===== config.mk =====
export PLATFORM = sky130hd
export DESIGN_NAME = hawk_cmpdcmp_rd_mngr_flat
export DESIGN_NICKNAME = d
export VERILOG_FILES = /design/src/rtl/hacd_pkg.sv /design/src/rtl/hawk_cmpdcmp_rd_mngr_if.sv /design/src/rtl/hawk_line_zchk.sv /design/src/rtl/hawk_cmpdcmp_rd_mngr.sv /design/src/flat_wrapper.sv
export SDC_FILE = /design/constraint.sdc
export NUM_CORES = 1
export LEC_CHECK = 0
export CAP_MARGIN = 5
export CORE_AREA = 4 4 468 470
export CTS_CLUSTER_DIAMETER = 120
export DETAILED_ROUTE_END_ITERATION = 10
export DIE_AREA = 0 0 472 474
export SYNTH_ARGS = -nofsm -noshare
export SYNTH_HDL_FRONTEND = slang
export SYNTH_HIERARCHICAL = 1
export SYNTH_SLANG_ARGS = --single-unit

===== constraint.sdc =====
create_clock -name clk_i -period 17.32 [get_ports clk_i]
set_input_delay 4.33 -clock clk_i [delete_from_list [all_inputs] [get_ports clk_i]]
set_output_delay 4.33 -clock clk_i [all_outputs]
set_load 0.02 [all_outputs]

===== src/rtl/hacd_pkg.sv =====
// Shared types and constants for the HAWK compress/decompress datapath.
package hacd_pkg;

    localparam int HAWK_PAGE_LINES   = 64;
    localparam int HAWK_LINE_SHIFT   = 6;
    localparam int HAWK_ZSMD_BMP_LSB = 0;
    localparam int HAWK_ZSMD_NZ_LSB  = 64;
    localparam int HAWK_ZSMD_W       = 400;

    typedef struct packed {
        logic [23:0]            iWay_ptr;
        logic [23:0]            nxtWay_ptr;
        logic [47:0]            cPage_byteStart;
        logic [HAWK_ZSMD_W-1:0] zsPgMd;
    } iWayORcPagePkt_t;

    typedef enum logic [2:0] {
        CMPRD_IDLE,
        CMPRD_FETCH,
        CMPRD_DECIDE,
        CMPRD_TRIGGER,
        CMPRD_WAIT_DONE,
        CMPRD_RESP
    } hawk_cmprd_state_e;

endpackage


===== src/rtl/hawk_cmpdcmp_rd_mngr_if.sv =====
// Internal line-read channel between the read manager and the page fetch port.
interface hawk_cmpdcmp_rd_mngr_if;

    logic         rd_req_valid;
    logic         rd_req_ready;
    logic [47:0]  rd_req_addr;
    logic         rd_rsp_valid;
    logic [511:0] rd_rsp_data;
    logic         rd_rsp_ready;

    modport master (
        output rd_req_valid, rd_req_addr, rd_rsp_ready,
        input  rd_req_ready, rd_rsp_valid, rd_rsp_data
    );

    modport slave (
        input  rd_req_valid, rd_req_addr, rd_rsp_ready,
        output rd_req_ready, rd_rsp_valid, rd_rsp_data
    );

endinterface


===== src/rtl/hawk_line_zchk.sv =====
// One-stage registered zero detect on a read beat; the line index travels with it.
module hawk_line_zchk #(
    parameter int DATA_W = 512,
    parameter int IDX_W  = 6
) (
    input  logic              clk_i,
    input  logic              rst_i,
    input  logic              in_valid,
    input  logic [DATA_W-1:0] in_data,
    input  logic [IDX_W-1:0]  in_idx,
    output logic              out_valid,
    output logic              out_zero,
    output logic [IDX_W-1:0]  out_idx
);

    // NOTE: sequential state is written with <= only, so every flop samples pre-edge values.
    always_ff @(posedge clk_i or posedge rst_i) begin
        if (rst_i) begin
            out_valid <= 1'b0;
            out_zero  <= 1'b0;
            out_idx   <= '0;
        end else begin
            out_valid <= in_valid;
            if (in_valid) begin
                out_zero <= (in_data == '0);
                out_idx  <= in_idx;
            end
        end
    end

endmodule


===== src/rtl/hawk_cmpdcmp_rd_mngr.sv =====
// Fetches a page line by line, builds its zero bitmap and hands compressible
// pages to the write manager as an iWay/cPage packet.
module hawk_cmpdcmp_rd_mngr
    import hacd_pkg::*;
#(
    parameter int PAGE_LINES = HAWK_PAGE_LINES,
    parameter int MAX_OUT    = 4,
    parameter int NZ_THRESH  = 32
) (
    input  logic                  clk_i,
    input  logic                  rst_i,
    input  logic                  cmp_req,
    input  logic [47:0]           cmp_page_addr,
    input  logic [23:0]           cmp_iway_ptr,
    input  logic [23:0]           cmp_nxtway_ptr,
    input  logic [47:0]           cmp_cpage_byte_start,
    output logic                  cmp_busy,
    output logic                  cmp_resp_valid,
    output logic                  cmp_resp_compressed,
    hawk_cmpdcmp_rd_mngr_if.master rd,
    output logic                  cmpdcmp_trigger,
    output iWayORcPagePkt_t       iWayORcPagePkt,
    input  logic                  cmpdcmp_done
);

    localparam int CNT_W = $clog2(PAGE_LINES) + 1;
    localparam int IDX_W = $clog2(PAGE_LINES);
    localparam logic [CNT_W-1:0] LINES_C = CNT_W'(PAGE_LINES);
    localparam logic [CNT_W-1:0] MAXO_C  = CNT_W'(MAX_OUT);
    localparam logic [CNT_W-1:0] THR_C   = CNT_W'(NZ_THRESH);

    hawk_cmprd_state_e state_q, state_d;

    logic [CNT_W-1:0]       req_cnt_q, rsp_cnt_q, rsp_cnt_d, nz_cnt_q, nz_cnt_d, outstanding;
    logic [PAGE_LINES-1:0]  zero_bmp_q, zero_bmp_d;
    logic [HAWK_ZSMD_W-1:0] zsmd_d;
    logic [47:0]            page_addr_q, cpage_q;
    logic [23:0]            iway_q, nxtway_q;
    logic                   comp_q;
    iWayORcPagePkt_t        pkt_q;

    logic             start, fetch, req_hs, beat_acc;
    logic             zc_valid, zc_zero;
    logic [IDX_W-1:0] zc_idx;

    assign start       = (state_q == CMPRD_IDLE) && cmp_req;
    assign fetch       = (state_q == CMPRD_FETCH);
    assign outstanding = req_cnt_q - rsp_cnt_q;

    assign rd.rd_req_valid = fetch && (req_cnt_q < LINES_C) && (outstanding < MAXO_C);
    assign rd.rd_req_addr  = rd.rd_req_valid
                           ? page_addr_q + (48'(req_cnt_q) << HAWK_LINE_SHIFT) : '0;
    assign rd.rd_rsp_ready = 1'b1;
    assign req_hs          = rd.rd_req_valid && rd.rd_req_ready;
    // Beats outside FETCH are dropped before they reach the counters or the detector.
    assign beat_acc        = fetch && rd.rd_rsp_valid;

    hawk_line_zchk #(
        .DATA_W (512),
        .IDX_W  (IDX_W)
    ) u_zchk (
        .clk_i     (clk_i),
        .rst_i     (rst_i),
        .in_valid  (beat_acc),
        .in_data   (rd.rd_rsp_data),
        .in_idx    (rsp_cnt_q[IDX_W-1:0]),
        .out_valid (zc_valid),
        .out_zero  (zc_zero),
        .out_idx   (zc_idx)
    );

    // Next-value view of the bitmap and count, so DECIDE sees the pipelined last beat.
    always_comb begin
        // NOTE: every variable gets a default first so no path leaves it unassigned (no latch).
        zero_bmp_d = zero_bmp_q;
        nz_cnt_d   = nz_cnt_q;
        rsp_cnt_d  = rsp_cnt_q + CNT_W'(beat_acc);
        zsmd_d     = '0;
        if (zc_valid) begin
            zero_bmp_d[zc_idx] = zc_zero;
            if (!zc_zero && (nz_cnt_q != LINES_C)) nz_cnt_d = nz_cnt_q + CNT_W'(1);
        end
        zsmd_d[HAWK_ZSMD_BMP_LSB +: PAGE_LINES] = zero_bmp_d;
        zsmd_d[HAWK_ZSMD_NZ_LSB  +: CNT_W]      = nz_cnt_d;
    end

    always_comb begin
        state_d = state_q;
        case (state_q)
            CMPRD_IDLE:      if (cmp_req) state_d = CMPRD_FETCH;
            CMPRD_FETCH:     if (rsp_cnt_d == LINES_C) state_d = CMPRD_DECIDE;
            CMPRD_DECIDE:    state_d = (nz_cnt_d <= THR_C) ? CMPRD_TRIGGER : CMPRD_RESP;
            CMPRD_TRIGGER:   state_d = CMPRD_WAIT_DONE;
            CMPRD_WAIT_DONE: if (cmpdcmp_done) state_d = CMPRD_RESP;
            CMPRD_RESP:      state_d = CMPRD_IDLE;
            default:         state_d = CMPRD_IDLE;
        endcase
    end

    always_ff @(posedge clk_i or posedge rst_i) begin
        if (rst_i) state_q <= CMPRD_IDLE;
        else       state_q <= state_d;
    end

    always_ff @(posedge clk_i or posedge rst_i) begin
        if (rst_i) begin
            req_cnt_q   <= '0;
            rsp_cnt_q   <= '0;
            nz_cnt_q    <= '0;
            zero_bmp_q  <= '0;
            page_addr_q <= '0;
            cpage_q     <= '0;
            iway_q      <= '0;
            nxtway_q    <= '0;
            comp_q      <= 1'b0;
            pkt_q       <= '0;
        end else begin
            if (start) begin
                page_addr_q <= cmp_page_addr;
                cpage_q     <= cmp_cpage_byte_start;
                iway_q      <= cmp_iway_ptr;
                nxtway_q    <= cmp_nxtway_ptr;
                req_cnt_q   <= '0;
                rsp_cnt_q   <= '0;
                nz_cnt_q    <= '0;
                zero_bmp_q  <= '0;
                comp_q      <= 1'b0;
            end else begin
                if (req_hs) req_cnt_q <= req_cnt_q + CNT_W'(1);
                rsp_cnt_q  <= rsp_cnt_d;
                nz_cnt_q   <= nz_cnt_d;
                zero_bmp_q <= zero_bmp_d;
            end
            if (state_q == CMPRD_DECIDE) comp_q <= (state_d == CMPRD_TRIGGER);
            // Packet is live from TRIGGER through the last WAIT_DONE cycle, zero otherwise.
            if ((state_q == CMPRD_DECIDE) && (state_d == CMPRD_TRIGGER)) begin
                pkt_q.iWay_ptr        <= iway_q;
                pkt_q.nxtWay_ptr      <= nxtway_q;
                pkt_q.cPage_byteStart <= cpage_q;
                pkt_q.zsPgMd          <= zsmd_d;
            end else if ((state_q == CMPRD_WAIT_DONE) && (state_d != CMPRD_WAIT_DONE)) begin
                pkt_q <= '0;
            end
        end
    end

    assign cmp_busy            = (state_q != CMPRD_IDLE);
    assign cmp_resp_valid      = (state_q == CMPRD_RESP);
    assign cmp_resp_compressed = (state_q == CMPRD_RESP) && comp_q;
    assign cmpdcmp_trigger     = (state_q == CMPRD_TRIGGER);
    assign iWayORcPagePkt      = pkt_q;

endmodule


===== src/flat_wrapper.sv =====
// flat-port wrapper written by rule: the top's interface ports become plain ports
module hawk_cmpdcmp_rd_mngr_flat import hacd_pkg::*;
#(
    parameter int PAGE_LINES = HAWK_PAGE_LINES,
    parameter int MAX_OUT    = 4,
    parameter int NZ_THRESH  = 32
)
  (clk_i, rst_i, cmp_req, cmp_page_addr, cmp_iway_ptr, cmp_nxtway_ptr, cmp_cpage_byte_start, cmp_busy, cmp_resp_valid, cmp_resp_compressed, cmpdcmp_trigger, iWayORcPagePkt, cmpdcmp_done, rd_rd_req_valid, rd_rd_req_addr, rd_rd_rsp_ready, rd_rd_req_ready, rd_rd_rsp_valid, rd_rd_rsp_data);
  hawk_cmpdcmp_rd_mngr_if rd_i ();
  input  logic clk_i;
  input  logic rst_i;
  input  logic cmp_req;
  input  logic [47:0] cmp_page_addr;
  input  logic [23:0] cmp_iway_ptr;
  input  logic [23:0] cmp_nxtway_ptr;
  input  logic [47:0] cmp_cpage_byte_start;
  output logic cmp_busy;
  output logic cmp_resp_valid;
  output logic cmp_resp_compressed;
  output logic cmpdcmp_trigger;
  output iWayORcPagePkt_t iWayORcPagePkt;
  input  logic cmpdcmp_done;
  output wire logic [$bits(rd_i.rd_req_valid)-1:0] rd_rd_req_valid;
  output wire logic [$bits(rd_i.rd_req_addr)-1:0] rd_rd_req_addr;
  output wire logic [$bits(rd_i.rd_rsp_ready)-1:0] rd_rd_rsp_ready;
  input wire logic [$bits(rd_i.rd_req_ready)-1:0] rd_rd_req_ready;
  input wire logic [$bits(rd_i.rd_rsp_valid)-1:0] rd_rd_rsp_valid;
  input wire logic [$bits(rd_i.rd_rsp_data)-1:0] rd_rd_rsp_data;
  assign rd_rd_req_valid = rd_i.rd_req_valid;
  assign rd_rd_req_addr = rd_i.rd_req_addr;
  assign rd_rd_rsp_ready = rd_i.rd_rsp_ready;
  assign rd_i.rd_req_ready = rd_rd_req_ready;
  assign rd_i.rd_rsp_valid = rd_rd_rsp_valid;
  assign rd_i.rd_rsp_data = rd_rd_rsp_data;
  hawk_cmpdcmp_rd_mngr #(.PAGE_LINES(PAGE_LINES), .MAX_OUT(MAX_OUT), .NZ_THRESH(NZ_THRESH)) u_core (.clk_i(clk_i), .rst_i(rst_i), .cmp_req(cmp_req), .cmp_page_addr(cmp_page_addr), .cmp_iway_ptr(cmp_iway_ptr), .cmp_nxtway_ptr(cmp_nxtway_ptr), .cmp_cpage_byte_start(cmp_cpage_byte_start), .cmp_busy(cmp_busy), .cmp_resp_valid(cmp_resp_valid), .cmp_resp_compressed(cmp_resp_compressed), .rd(rd_i), .cmpdcmp_trigger(cmpdcmp_trigger), .iWayORcPagePkt(iWayORcPagePkt), .cmpdcmp_done(cmpdcmp_done));
endmodule

### Word-level counts from Yosys, hierarchy flattened

Index checks and enable logic that the tools add are counted.
W data, S select, Z words.

* output and inout port bits: 550
* input port bits: 662
* logic and storage cells: 74
* register bits after elaboration: 737

* add/subtract/negate cells: 5
* magnitude comparators: 5
* equality and inequality tests: 9
* reduce and logical (&&, ||, !) cells: 17
* multiplexer cells: 21

Operators by type and width (count)
* $mux W496: 2
* $logic_not A512 Y1: 1
* $mux W64: 2
* $bwmux W64: 1
* $add A48 B13 Y48: 1
* $mux W48: 1
* $mux W7: 6
* $pmux W3 S5: 1
* $add A7 B1 Y7 const B: 2
* $mux W3: 4
* $logic_and A1 B1 Y1: 10
* $eq A3 B2 Y1 const B: 3
* $add A7 B1 Y7: 1
* $eq A7 B7 Y1 const B: 1
* $le A7 B6 Y1 const B: 1
* $lt A6 B7 Y1 const B: 1
* $lt A7 B3 Y1 const B: 1
* $lt A7 B7 Y1 const B: 1
* $ne A7 B7 Y1 const B: 1
* $sub A7 B7 Y7: 1
* $demux W1 S6: 1
* $eq A3 B3 Y1 const B: 2
* $ge A6 B1 Y1 const B: 1
* $reduce_bool A2 Y1: 3
* 6 further kinds: 8

### Depth between registers and ports, before layout

* word-level depth: 11
* mapped depth: 11
* mapped depth without buffers: 11

### Cells and area by module

Netlist, hierarchy kept.

By module, submodules not included
* hawk_cmpdcmp_rd_mngr: instances 1, area an instance 20608.5 um^2, cells each 2222
* hawk_line_zchk: instances 1, area an instance 1373.8 um^2, cells each 189

### Least setup slack after synthesis

No wires, ideal clock.

* path kind: register to output
* start: reg u_core.rsp_cnt_q[2]
* end: out rd_rd_req_addr[9]
* arrival time: 2737 ps
* buffers on the path: 2
* cell stages (with the launch flop): 10
* setup slack: 10253 ps
* path through: dfrtp_1 -> clkbuf_1 -> inv_1 -> ha_1 -> a2111oi_2 -> nor3_1 -> mux2_2 -> a2111o_1 -> buf_2 -> a211oi_1

* word-level cells in the longest chain between the ends: 4

RTL lines
* start: declaration: line hawk_cmpdcmp_rd_mngr.sv:34 `logic [CNT_W-1:0] req_cnt_q, rsp_cnt_q, rsp_cnt_d, nz_cnt_q, nz_cnt_d, outstanding;`
* start signal: assignment: line hawk_cmpdcmp_rd_mngr.sv:130 `rsp_cnt_q <= rsp_cnt_d;`
* $sub A7 B7 Y7: line hawk_cmpdcmp_rd_mngr.sv:48 `assign outstanding = req_cnt_q - rsp_cnt_q;`
* $lt A7 B3 Y1: line hawk_cmpdcmp_rd_mngr.sv:50 `assign rd.rd_req_valid = fetch && (req_cnt_q < LINES_C) && (outstanding < MAXO_C);`
* $logic_and A1 B1 Y1: line hawk_cmpdcmp_rd_mngr.sv:50
* $mux W48: line hawk_cmpdcmp_rd_mngr.sv:52 `? page_addr_q + (48'(req_cnt_q) << HAWK_LINE_SHIFT) : '0;`
* end: declaration: line flat_wrapper.sv:24 `output wire logic [$bits(rd_i.rd_req_addr)-1:0] rd_rd_req_addr;`

Every way passes these cells.

### Worst setup path after layout

* start: reg u_core.rsp_cnt_q[3]
* end: out rd_rd_req_addr[9]

The elaborated chain is that of the path after synthesis.

==> flow_summary.ini <==
[drt]
vias = 19600
ant_nets = 0
wirelength_um = 122000
drt_iter0_markers = 1097
drc = 0
drt-pass1-iter-count = 5
wl_per_cell_um = 19.8
vias_per_cell = 3.18

[placed_design]
dpl_worst_slack_ps = 9060
port_buffers = 881
dp_hpwl_um = 103000
gp_congestion = 0.915

[global_route]
grtUsageTotal = 0.103
grt-ovfl-total = 0
grt_max_degree = 155
grt_antenna_before_repair = 71
grt_pass1_vias = 19700
grt_pass1_wl_um = 160000

[clocking]
clock_latency_ps = 640
cts-root-buf = clkbuf_16
ctsResizeCount = 0
cts_buffers = 49
cts_setup_buffers = 0
cts.clk_slew.worst_paths_ps = 60
htreeDepth = 2
cts_hold_buf = 0
cts_tree = yes
clock_path_buffers = 3
clock-sinks = 408

[die]
core_um2 = 214000
dieArea_um2 = 224000
dieWidth_um = 472
fp.dieH_um = 474
ioPinCount = 1212
rows = 170
initial_core_util = 0.103

[sta]
fin_crit_sh = 0.491
max_freq_mhz = 118
slew_viol_final = 0
finClkSkew_ps = 32.8
period_needed_ps = 8500
rsz0062_at_grt = no
relSlewSlack = 0.0922
tns_ps = 0
fin_ws_ps = 8820
finalHoldViolations = 0
setup_violations = 0
worst_pin_slew_ps = 1350

[cells_and_area]
nNetsFinal = 3951
fillers = 24000
syn_to_final_growth_pct = 58.7
drive_gt1_frac = 0.0516

[pwr]
powerDensity_nw_per_um2 = 103
p_sw_frac = 0.359
p_leak_uw = 0.0157
combPwrFrac = 0.307
p_switching_uw = 1300
p_int_uw = 2310
power.share.clock = 0.306
ir_worst_vdd_uv = 63.7
pwr-share-seq = 0.387

[run]
maxCapViolations = 0

[hold_path]
min_path_type = register to register

[synthesis]
synthCells = 2411
async_reset_ff_frac = 1.00
yosysSeqAreaShare = 0.464
synth_largest_area_cell = dfrtp_1
yosysTopAreaCellShare = 0.464
ys_top_cells_by_area = dfrtp_1 46%, buf_4 11%, mux2i_1 11%, nand2_1 10%, nor4_1 3.9%
synth-edff-count = 0
avgSynthCellArea_um2 = 9.12
synthFlopType = dfrtp_1
netlist_area_um2 = 22000
synth-seq-cells = 408
ys_warn_count = 6
synth_cell_types = 60

[outcome]
outcome = finished clean

[critical_path]
required_ps = 12990
path_buf_inv = 3
cp_max_fo = 40
crit_type = register to output port
cpLargestDelayFamily = compound AO/OA/AOI/OAI gates
slowest_delay_ps = 880
cp_slowest_cell = clkdlybuf4s50_1
cp_cell_sequence = inv_1, ha_1, xor2_1, a2111oi_0, a31oi_1, a2111o_2, buf_4, a211oi_1, clkdlybuf4s50_1
cp_data_arrival_time_ps = 4170
worst_setup_path_start_kind = register
end_kind = output port
==> registers in the layout, summed over array words and instances, names as in the netlist <==
signal / flops
u_core/nxtway_q: 24
u_core/u_zchk/out_zero: 1
u_core/state_q: 3
u_core/u_zchk/out_valid: 1
u_core/page_addr_q: 48
u_core/nz_cnt_q: 7
u_core/iWayORcPagePkt: 167
u_core/rsp_cnt_q: 7
u_core/iway_q: 24
u_core/zero_bmp_q: 64
u_core/comp_q: 1
u_core/req_cnt_q: 7
u_core/u_zchk/out_idx: 6
u_core/cpage_q: 48
==> metrics by stage <==
stage                     instances  area, um2   util  hold slack, ps  total power (uW)
after floorplan                2739      23200      -             437              2040
after global placement         6058      33100  0.154             454              2510
after detailed placement       6058      33100  0.154             458              2540
after CTS                      6149      34800  0.162             476              3680
after global routing           6167      34900  0.163             493              3840
final                          6173      34900  0.163             471              3610
==> metal layers <==
layer	vias up	track usage	routed length [um]
li1	9063	-	-
met1	9437	0.113	45500
met2	870	0.177	61000
met3	199	0.0361	10900
met4	38	0.0471	4790
met5	-	0	255
==> tightest hold or removal path, stage by stage, from the launching register on <==
cell and delay (ps):
dfrtp_1 340, nand2_1 50, nand2_1 50
==> cell usage in the layout (no fill, tap or decap), types with 14 or more instances in the layout <==
cell and count:
and2_1 17, nand2_1 582, nor3_1 18, xor2_1 25, diode_2 24, ha_1 17
xnor2_1 24, clkbuf_16 50, inv_1 113, nand4_1 43, buf_4 33, nand3_1 24
dfrtp_1 407, conb_1 330, nor2_1 166, clkdlybuf4s50_1 881, mux2i_1 235, nor4_1 121
o21ai_0 47, nor4_2 14
==> final timing paths <==
check	startpoint	to	slack, ps	cells after the start
max in group asynchronous	rst_i	u_core/page_addr_q[18]$_DFFE_PP0P_	11550	3
setup / recovery	u_core/rsp_cnt_q[3]$_DFF_PP0_	rd_rd_req_addr[9]	8820	9
setup reg to reg	u_core/state_q[1]$_DFF_PP0_	u_core/nxtway_q[11]$_DFFE_PP0P_	12890	7
hold reg to reg	u_core/iway_q[2]$_DFFE_PP0P_	u_core/iway_q[2]$_DFFE_PP0P_	470	2
hold / removal	u_core/iway_q[2]$_DFFE_PP0P_	u_core/iway_q[2]$_DFFE_PP0P_	470	2
min in group asynchronous	rst_i	u_core/req_cnt_q[0]$_DFFE_PP0P_	4220	2
==> synth_stat cells (all sizes together) (2+ instances only) <==
cell     count
nand2      583
dfrtp      408
buf        354
mux2i      235
nor2       166
nor4       138
inv        114
clkbuf      80
o21ai       48
nand4       45
nand3       25
xor2        25
xnor2       24
and2        18
nor3        18
ha          17
and3        12
nand2b      11
a21oi       10
or3          9
a211oi       8
mux2         7
nor4b        7
a21o         4
or4          4
a2111oi      3
a211o        3
and4bb       3
nand3b       3
nor3b        3
o21a         3
or2          3
a22oi        2
a31oi        2
and4         2
conb         2
nor2b        2
==> power groups by stage <==
| stage | Sequential [uW] | Combinational (uW) | Clock, uW |
|---|---|---|---|
| 6_report | 1400 | 1110 | 1100 |
| 5_1_grt | 1430 | 1230 | 1180 |
| 4_1_cts | 1400 | 1130 | 1150 |
| 3_3_place_gp | 1400 | 1110 | 0 |
| 2_1_floorplan | 1400 | 642 | 0 |
| 3_5_place_dp | 1410 | 1120 | 0 |
==> kinds of logic after synthesis <==
group           count (synthesis)  synth area share
other cells                     2          0.000342
fa+ha+maj                      18            0.0106
xor+xnor                       49            0.0195
buf+inv                       548             0.151
simple gates                 1055             0.218
compound gates                 89            0.0250
flops                         408             0.464
mux                           242             0.111
==> final cells by class <==
class	instances	area, um2	area share
clock inverter	30	350	0.0100
clock buffer	61	1370	0.0393
timing repair buffer	915	9090	0.260
antenna	24	60.1	0.00172
inverter	114	435	0.0125
multi-input combinational	1783	9820	0.281
tap	2838	3550	0.102
sequential	408	10200	0.293
(Power assumes the default switching activity.)
